## src/rtl/shfl_pipe.sv

```systemverilog
// Two-stage elastic shift/rotate unit. Stage 1 decodes the shift amount from B
// (marker or direct); stage 2 performs the shift or rotate into the output registers.
module shfl_pipe #(
  parameter int WIDTH = 16,
  parameter int SHW   = $clog2(WIDTH) + 1
) (
  input  logic             clk,
  input  logic             rst,
  input  logic             in_valid,
  output logic             in_ready,
  input  logic [WIDTH-1:0] in_a,
  input  logic [WIDTH-1:0] in_b,
  input  logic [2:0]       in_op,
  output logic             out_valid,
  input  logic             out_ready,
  output logic [WIDTH-1:0] out_result,
  output logic             out_carry,
  output logic             out_zero
);

  localparam int OP_DIR = 2;
  localparam int OP_ROT = 1;
  localparam int OP_ENC = 0;

  // Marker mode: lowest set bit of B gives a 1-based amount; B==0 means no shift.
  function automatic logic [SHW-1:0] decode_amt(input logic [WIDTH-1:0] b,
                                                input logic             enc);
    logic [SHW-1:0] amt;
    amt = '0;
    if (enc) begin
      for (int i = WIDTH - 1; i >= 0; i--) begin
        if (b[i]) amt = SHW'(i + 1);
      end
    end else begin
      amt = {1'b0, b[SHW-2:0]};
    end
    return amt;
  endfunction

  // Returns {carry, result}. The extra guard bit on the logical paths catches
  // the last bit shifted out, including the full-width case.
  function automatic logic [WIDTH:0] shift_op(input logic [WIDTH-1:0] a,
                                              input logic [SHW-1:0]   amt,
                                              input logic             dir,
                                              input logic             rot);
    logic [2*WIDTH-1:0] dbl;
    logic [WIDTH:0]     ext;
    logic [SHW-2:0]     rot_amt;
    logic [WIDTH:0]     res;
    dbl     = '0;
    ext     = '0;
    rot_amt = amt[SHW-2:0];
    if (amt == '0) begin
      res = {1'b0, a};
    end else if (rot) begin
      if (dir) begin
        dbl = {a, a} >> rot_amt;
        res = {1'b0, dbl[WIDTH-1:0]};
      end else begin
        dbl = {a, a} << rot_amt;
        res = {1'b0, dbl[2*WIDTH-1:WIDTH]};
      end
    end else if (dir) begin
      ext = {a, 1'b0} >> amt;
      res = {ext[0], ext[WIDTH:1]};
    end else begin
      ext = {1'b0, a} << amt;
      res = ext;
    end
    return res;
  endfunction

  logic             vld_p1_q, vld_p1_d;
  logic [SHW-1:0]   amt_p1_q, amt_p1_d;
  logic [WIDTH-1:0] a_p1_q, a_p1_d;
  logic             dir_p1_q, dir_p1_d;
  logic             rot_p1_q, rot_p1_d;

  logic             vld_p2_q, vld_p2_d;
  logic [WIDTH-1:0] res_p2_q, res_p2_d;
  logic             car_p2_q, car_p2_d;
  logic             zero_p2_q, zero_p2_d;

  logic             s2_free;
  logic             s1_adv;
  logic             in_xfer;
  logic [WIDTH:0]   shifted;

  always_comb begin
    s2_free  = !vld_p2_q || out_ready;
    s1_adv   = vld_p1_q && s2_free;
    in_ready = !rst && (!vld_p1_q || s1_adv);
    in_xfer  = in_valid && in_ready;
  end

  // Stage 0 -> 1: amount decode
  always_comb begin
    vld_p1_d = vld_p1_q;
    amt_p1_d = amt_p1_q;
    a_p1_d   = a_p1_q;
    dir_p1_d = dir_p1_q;
    rot_p1_d = rot_p1_q;
    if (in_xfer) begin
      vld_p1_d = 1'b1;
      amt_p1_d = decode_amt(in_b, in_op[OP_ENC]);
      a_p1_d   = in_a;
      dir_p1_d = in_op[OP_DIR];
      rot_p1_d = in_op[OP_ROT];
    end else if (s1_adv) begin
      vld_p1_d = 1'b0;
    end
  end

  // Stage 1 -> 2: shift/rotate into the output registers
  always_comb begin
    shifted   = shift_op(a_p1_q, amt_p1_q, dir_p1_q, rot_p1_q);
    vld_p2_d  = vld_p2_q;
    res_p2_d  = res_p2_q;
    car_p2_d  = car_p2_q;
    zero_p2_d = zero_p2_q;
    if (s1_adv) begin
      vld_p2_d  = 1'b1;
      res_p2_d  = shifted[WIDTH-1:0];
      car_p2_d  = shifted[WIDTH];
      zero_p2_d = (shifted[WIDTH-1:0] == '0);
    end else if (out_ready) begin
      vld_p2_d  = 1'b0;
    end
  end

  always_ff @(posedge clk) begin
    if (rst) begin
      vld_p1_q  <= 1'b0;
      vld_p2_q  <= 1'b0;
      res_p2_q  <= '0;
      car_p2_q  <= 1'b0;
      zero_p2_q <= 1'b0;
    end else begin
      vld_p1_q  <= vld_p1_d;
      vld_p2_q  <= vld_p2_d;
      res_p2_q  <= res_p2_d;
      car_p2_q  <= car_p2_d;
      zero_p2_q <= zero_p2_d;
    end
  end

  // Stage-1 payload is qualified by vld_p1_q, so it needs no reset.
  always_ff @(posedge clk) begin
    amt_p1_q <= amt_p1_d;
    a_p1_q   <= a_p1_d;
    dir_p1_q <= dir_p1_d;
    rot_p1_q <= rot_p1_d;
  end

  assign out_valid  = vld_p2_q;
  assign out_result = res_p2_q;
  assign out_carry  = car_p2_q;
  assign out_zero   = zero_p2_q;

endmodule

```

## config.mk

```make
export PLATFORM = sky130hd
export DESIGN_NAME = shfl_pipe
export DESIGN_NICKNAME = d
export VERILOG_FILES = /design/src/rtl/shfl_pipe.sv
export SDC_FILE = /design/constraint.sdc
export NUM_CORES = 1
export LEC_CHECK = 0
export BUFFER_PORTS_ARGS = -buffer_cell sky130_fd_sc_hd__clkbuf_2
export CAP_MARGIN = 20
export CELL_PAD_IN_SITES_DETAIL_PLACEMENT = 0
export CELL_PAD_IN_SITES_GLOBAL_PLACEMENT = 2
export CORE_MARGIN = 2
export CORE_UTILIZATION = 39
export CTS_CLUSTER_SIZE = 12
export DETAILED_ROUTE_END_ITERATION = 12
export GPL_ROUTABILITY_DRIVEN = 0
export PLACE_DENSITY = 0.95
export SLEW_MARGIN = 20
export SYNTH_ARGS = -nofsm -noshare
export SYNTH_HDL_FRONTEND = slang
export SYNTH_SLANG_ARGS = --single-unit
```

## constraint.sdc

```tcl
create_clock -name clk -period 6.7 [get_ports clk]
set_input_delay 1.34 -clock clk [delete_from_list [all_inputs] [get_ports clk]]
set_output_delay 1.34 -clock clk [all_outputs]
set_load 0.1 [all_outputs]
```

==> metrics.yaml <==
total_power_uw: 735
timing.fmax_ghz: 0.276
cts.sinks: 43
synth-seq-cells: 43
grt_max_degree: 53
dieArea_mm2: 0.0117
worstPathCellList: "clkbuf_2 -> a21oi_1 -> clkbuf_2"
cp-start-kind: "primary input"
vias_per_cell: 6.33
vias: 4079
path_delay_family: "buffers and inverters"
yosys-top-cells-count: "nand2_1 (64), nor2_1 (39), a21oi_1 (35)"
rows: 38
synth_cells: 483
clock_path_buffers: 2
finalClockSkew_ns: 0.00603
p_leak_uw: 0.00180
crit_arrival_ns: 2.28
wirelength_um: 12600
whs_endpoint: "out_result[3]$_SDFFE_PP0P_"
cts_root_buffer: "clkbuf_8"
finalInstanceArea_mm2: 0.00460
synth.area.top_cells: "mux4_2 (18%), edfxtp_1 (16%), dfxtp_1 (9.4%), mux2i_1 (7.8%), nand2_1 (5.7%)"
fillers: 1084
htree_levels: 2
n_antenna_cell: 0
finalSetupViolCount: 0
yosys_warnings: 0
syn_nets: 522
firstDrtPassIters: 5
drv_slew: 0
cts_resized: 0
async_flop_share: 0
drive_gt1_frac: 0.228
drt_iter0_drc: 561
synth_top_area_cell: "mux4_2"
fp.dieH_um: 108
maxCapViolations: 0
ir_drop_v: 0.0000865
initial_core_util: 0.395
rsz0062_at_grt: "false"
grt_pass1_vias: 3784
cts_tree: "built"
r2r_slack_ns: 3.08
synth_edf_count: 23
syn_area_mm2: 0.00425
place_area_mm2: 0.00451
worstMarginPinSlew_ns: 1.00
hold_start: "out_result[3]$_SDFFE_PP0P_"
crit_path_start: "rst"
dieWidth_um: 108
synth_cell_types: 60
worst-r2r-cell-count: 9
fin_crit_ns: 3.62
slew_headroom: 0.331
pin_count: 59
crit_buf_inv: 2
grt_pass1_wl_um: 20400
critical_path_class: "in -> out"
dpl.hpwl_um: 9020
finalCritPeriodShare: 0.541
cts.clk_slew.worst_paths_ns: 0.08
yosysTopAreaCellShare: 0.180
status: "finished clean"
endpoint_kind: "output port"
power_density_mw_per_mm2: 160
layout.nets: 542
insertion_delay_ns: 0.30
post_cts.repair.setup_buffers: 0
hold_path_class: "reg -> reg"
hold_violations: 0
cp_max_fo: 19
drc: 0
setup-tns-final_ns: 0
gr-total-overflow: 0
synth_area_per_cell_um2: 8.79
cts-buffers-inserted: 5
cp_slowest_cell: "clkbuf_2"
syn_to_final_growth_pct: 8.31
routedWlPerCell_um: 19.6
reg2reg_to: "out_zero$_SDFFE_PP0P_"
r2r_start: "amt_p1_q[1]$_DFFE_PP_"
seq_area_frac_synth: 0.257
numPortBuffers: 58
antenna_found_initial: 0
core_mm2: 0.0107
crit_required_ns: 5.36
ant_nets: 0
worstHoldPathCells: 2
cp_common_cell: "clkbuf_2"
ys_dominant_reg_cell: "edfxtp_1"
yosys.cell_count.top_type: "nand2_1"
hold_buffers: 0
slowest_delay_ns: 0.48
track_usage: 0.223
## worst max path at each step
stage | endpoint | cells after the start
4_1_cts | in_ready | 3
5_1_grt | out_zero$_SDFFE_PP0P_ | 9
6_report | in_ready | 3
3_5_place_dp | in_ready | 3
2_1_floorplan | in_ready | 2
3_3_place_gp | in_ready | 3
## registers in the layout (all words and copies together) (netlist names)
register / count
dir_p1_q: 1
out_zero: 1
vld_p1_q: 1
a_p1_q: 16
out_carry: 1
amt_p1_q: 5
out_result: 16
out_valid: 1
rot_p1_q: 1
## cells in the final DEF (no fill, tap or decap), types with 3 or more instances in the layout
| cell | synthesis | routed |
|---|---|---|
| nor4_1 | 3 | 3 |
| and2_1 | 8 | 8 |
| a221o_1 | 3 | 3 |
| a31oi_1 | 9 | 9 |
| and3_1 | 4 | 4 |
| edfxtp_1 | 23 | 23 |
| or3_1 | 3 | 3 |
| clkbuf_2 | 0 | 58 |
| a221oi_1 | 3 | 3 |
| o21bai_1 | 3 | 3 |
| o211ai_1 | 7 | 7 |
| a21oi_1 | 35 | 35 |
| a22o_1 | 3 | 3 |
| nor3_1 | 11 | 11 |
| nor2_1 | 39 | 39 |
| o22ai_1 | 3 | 3 |
| clkbuf_8 | 0 | 5 |
| mux2i_1 | 33 | 33 |
| buf_4 | 3 | 6 |
| a22oi_1 | 5 | 5 |
| o21ai_0 | 14 | 14 |
| nor2b_1 | 8 | 8 |
| or4_1 | 3 | 3 |
| nand2b_1 | 4 | 4 |
| nand3_1 | 16 | 16 |
| nor3b_1 | 3 | 3 |
| nand4_1 | 5 | 5 |
| inv_1 | 12 | 12 |
| o31ai_1 | 3 | 3 |
| mux4_2 | 34 | 34 |
| a211oi_1 | 12 | 12 |
| mux2_2 | 5 | 5 |
| nand2_1 | 64 | 64 |
| dfxtp_1 | 20 | 20 |
## power by group
part	internal [µW]	switching (µW)
sequential	292	22.9
combinational	90.8	162
clock	81.3	86.2
## worst min-delay path: stages (launching register included)
cell and delay (ns):
dfxtp_1 0.31, nand2_1 0.05, a21oi_1 0.05
## per-stage QoR
step	hold WS [ns]	util	cells	setup WS (ns)
finish	0.457	0.428	644	3.08
global route	0.483	0.428	644	2.92
CTS	0.462	0.428	644	3.07
detailed placement	0.449	0.420	636	3.07
global placement	0.437	0.420	636	3.06
floorplan	0.496	-	483	2.34
## layer usage
layer,vias up,share of wire,global-route usage
met2,263,0.46,0.350
met3,34,0.11,0.0482
li1,1886,-,-
met1,1896,0.41,0.307
met5,-,0,0
met4,0,0.024,0.0696
## area by class of cell
type                       count  area [µm²]  share of cell area
clock inverter                 1        5.00             0.00109
sequential                    43        1090               0.237
multi-input combinational    377        2870               0.623
clock buffer                   7        83.8              0.0182
timing repair buffer          64         335              0.0729
tap                          140         175              0.0381
inverter                      12        45.0             0.00979
## logic make-up (layout without fill, tap and decap cells)
logic type | after synthesis | after routing | synth area share
multiplexers | 74 | 74 | 0.277
AO/OA/AOI/OAI | 127 | 127 | 0.204
buffers and inverters | 63 | 84 | 0.0686
AND/OR/NAND/NOR | 176 | 176 | 0.194
flip-flops | 43 | 43 | 0.257
(Power assumes the default switching activity.)
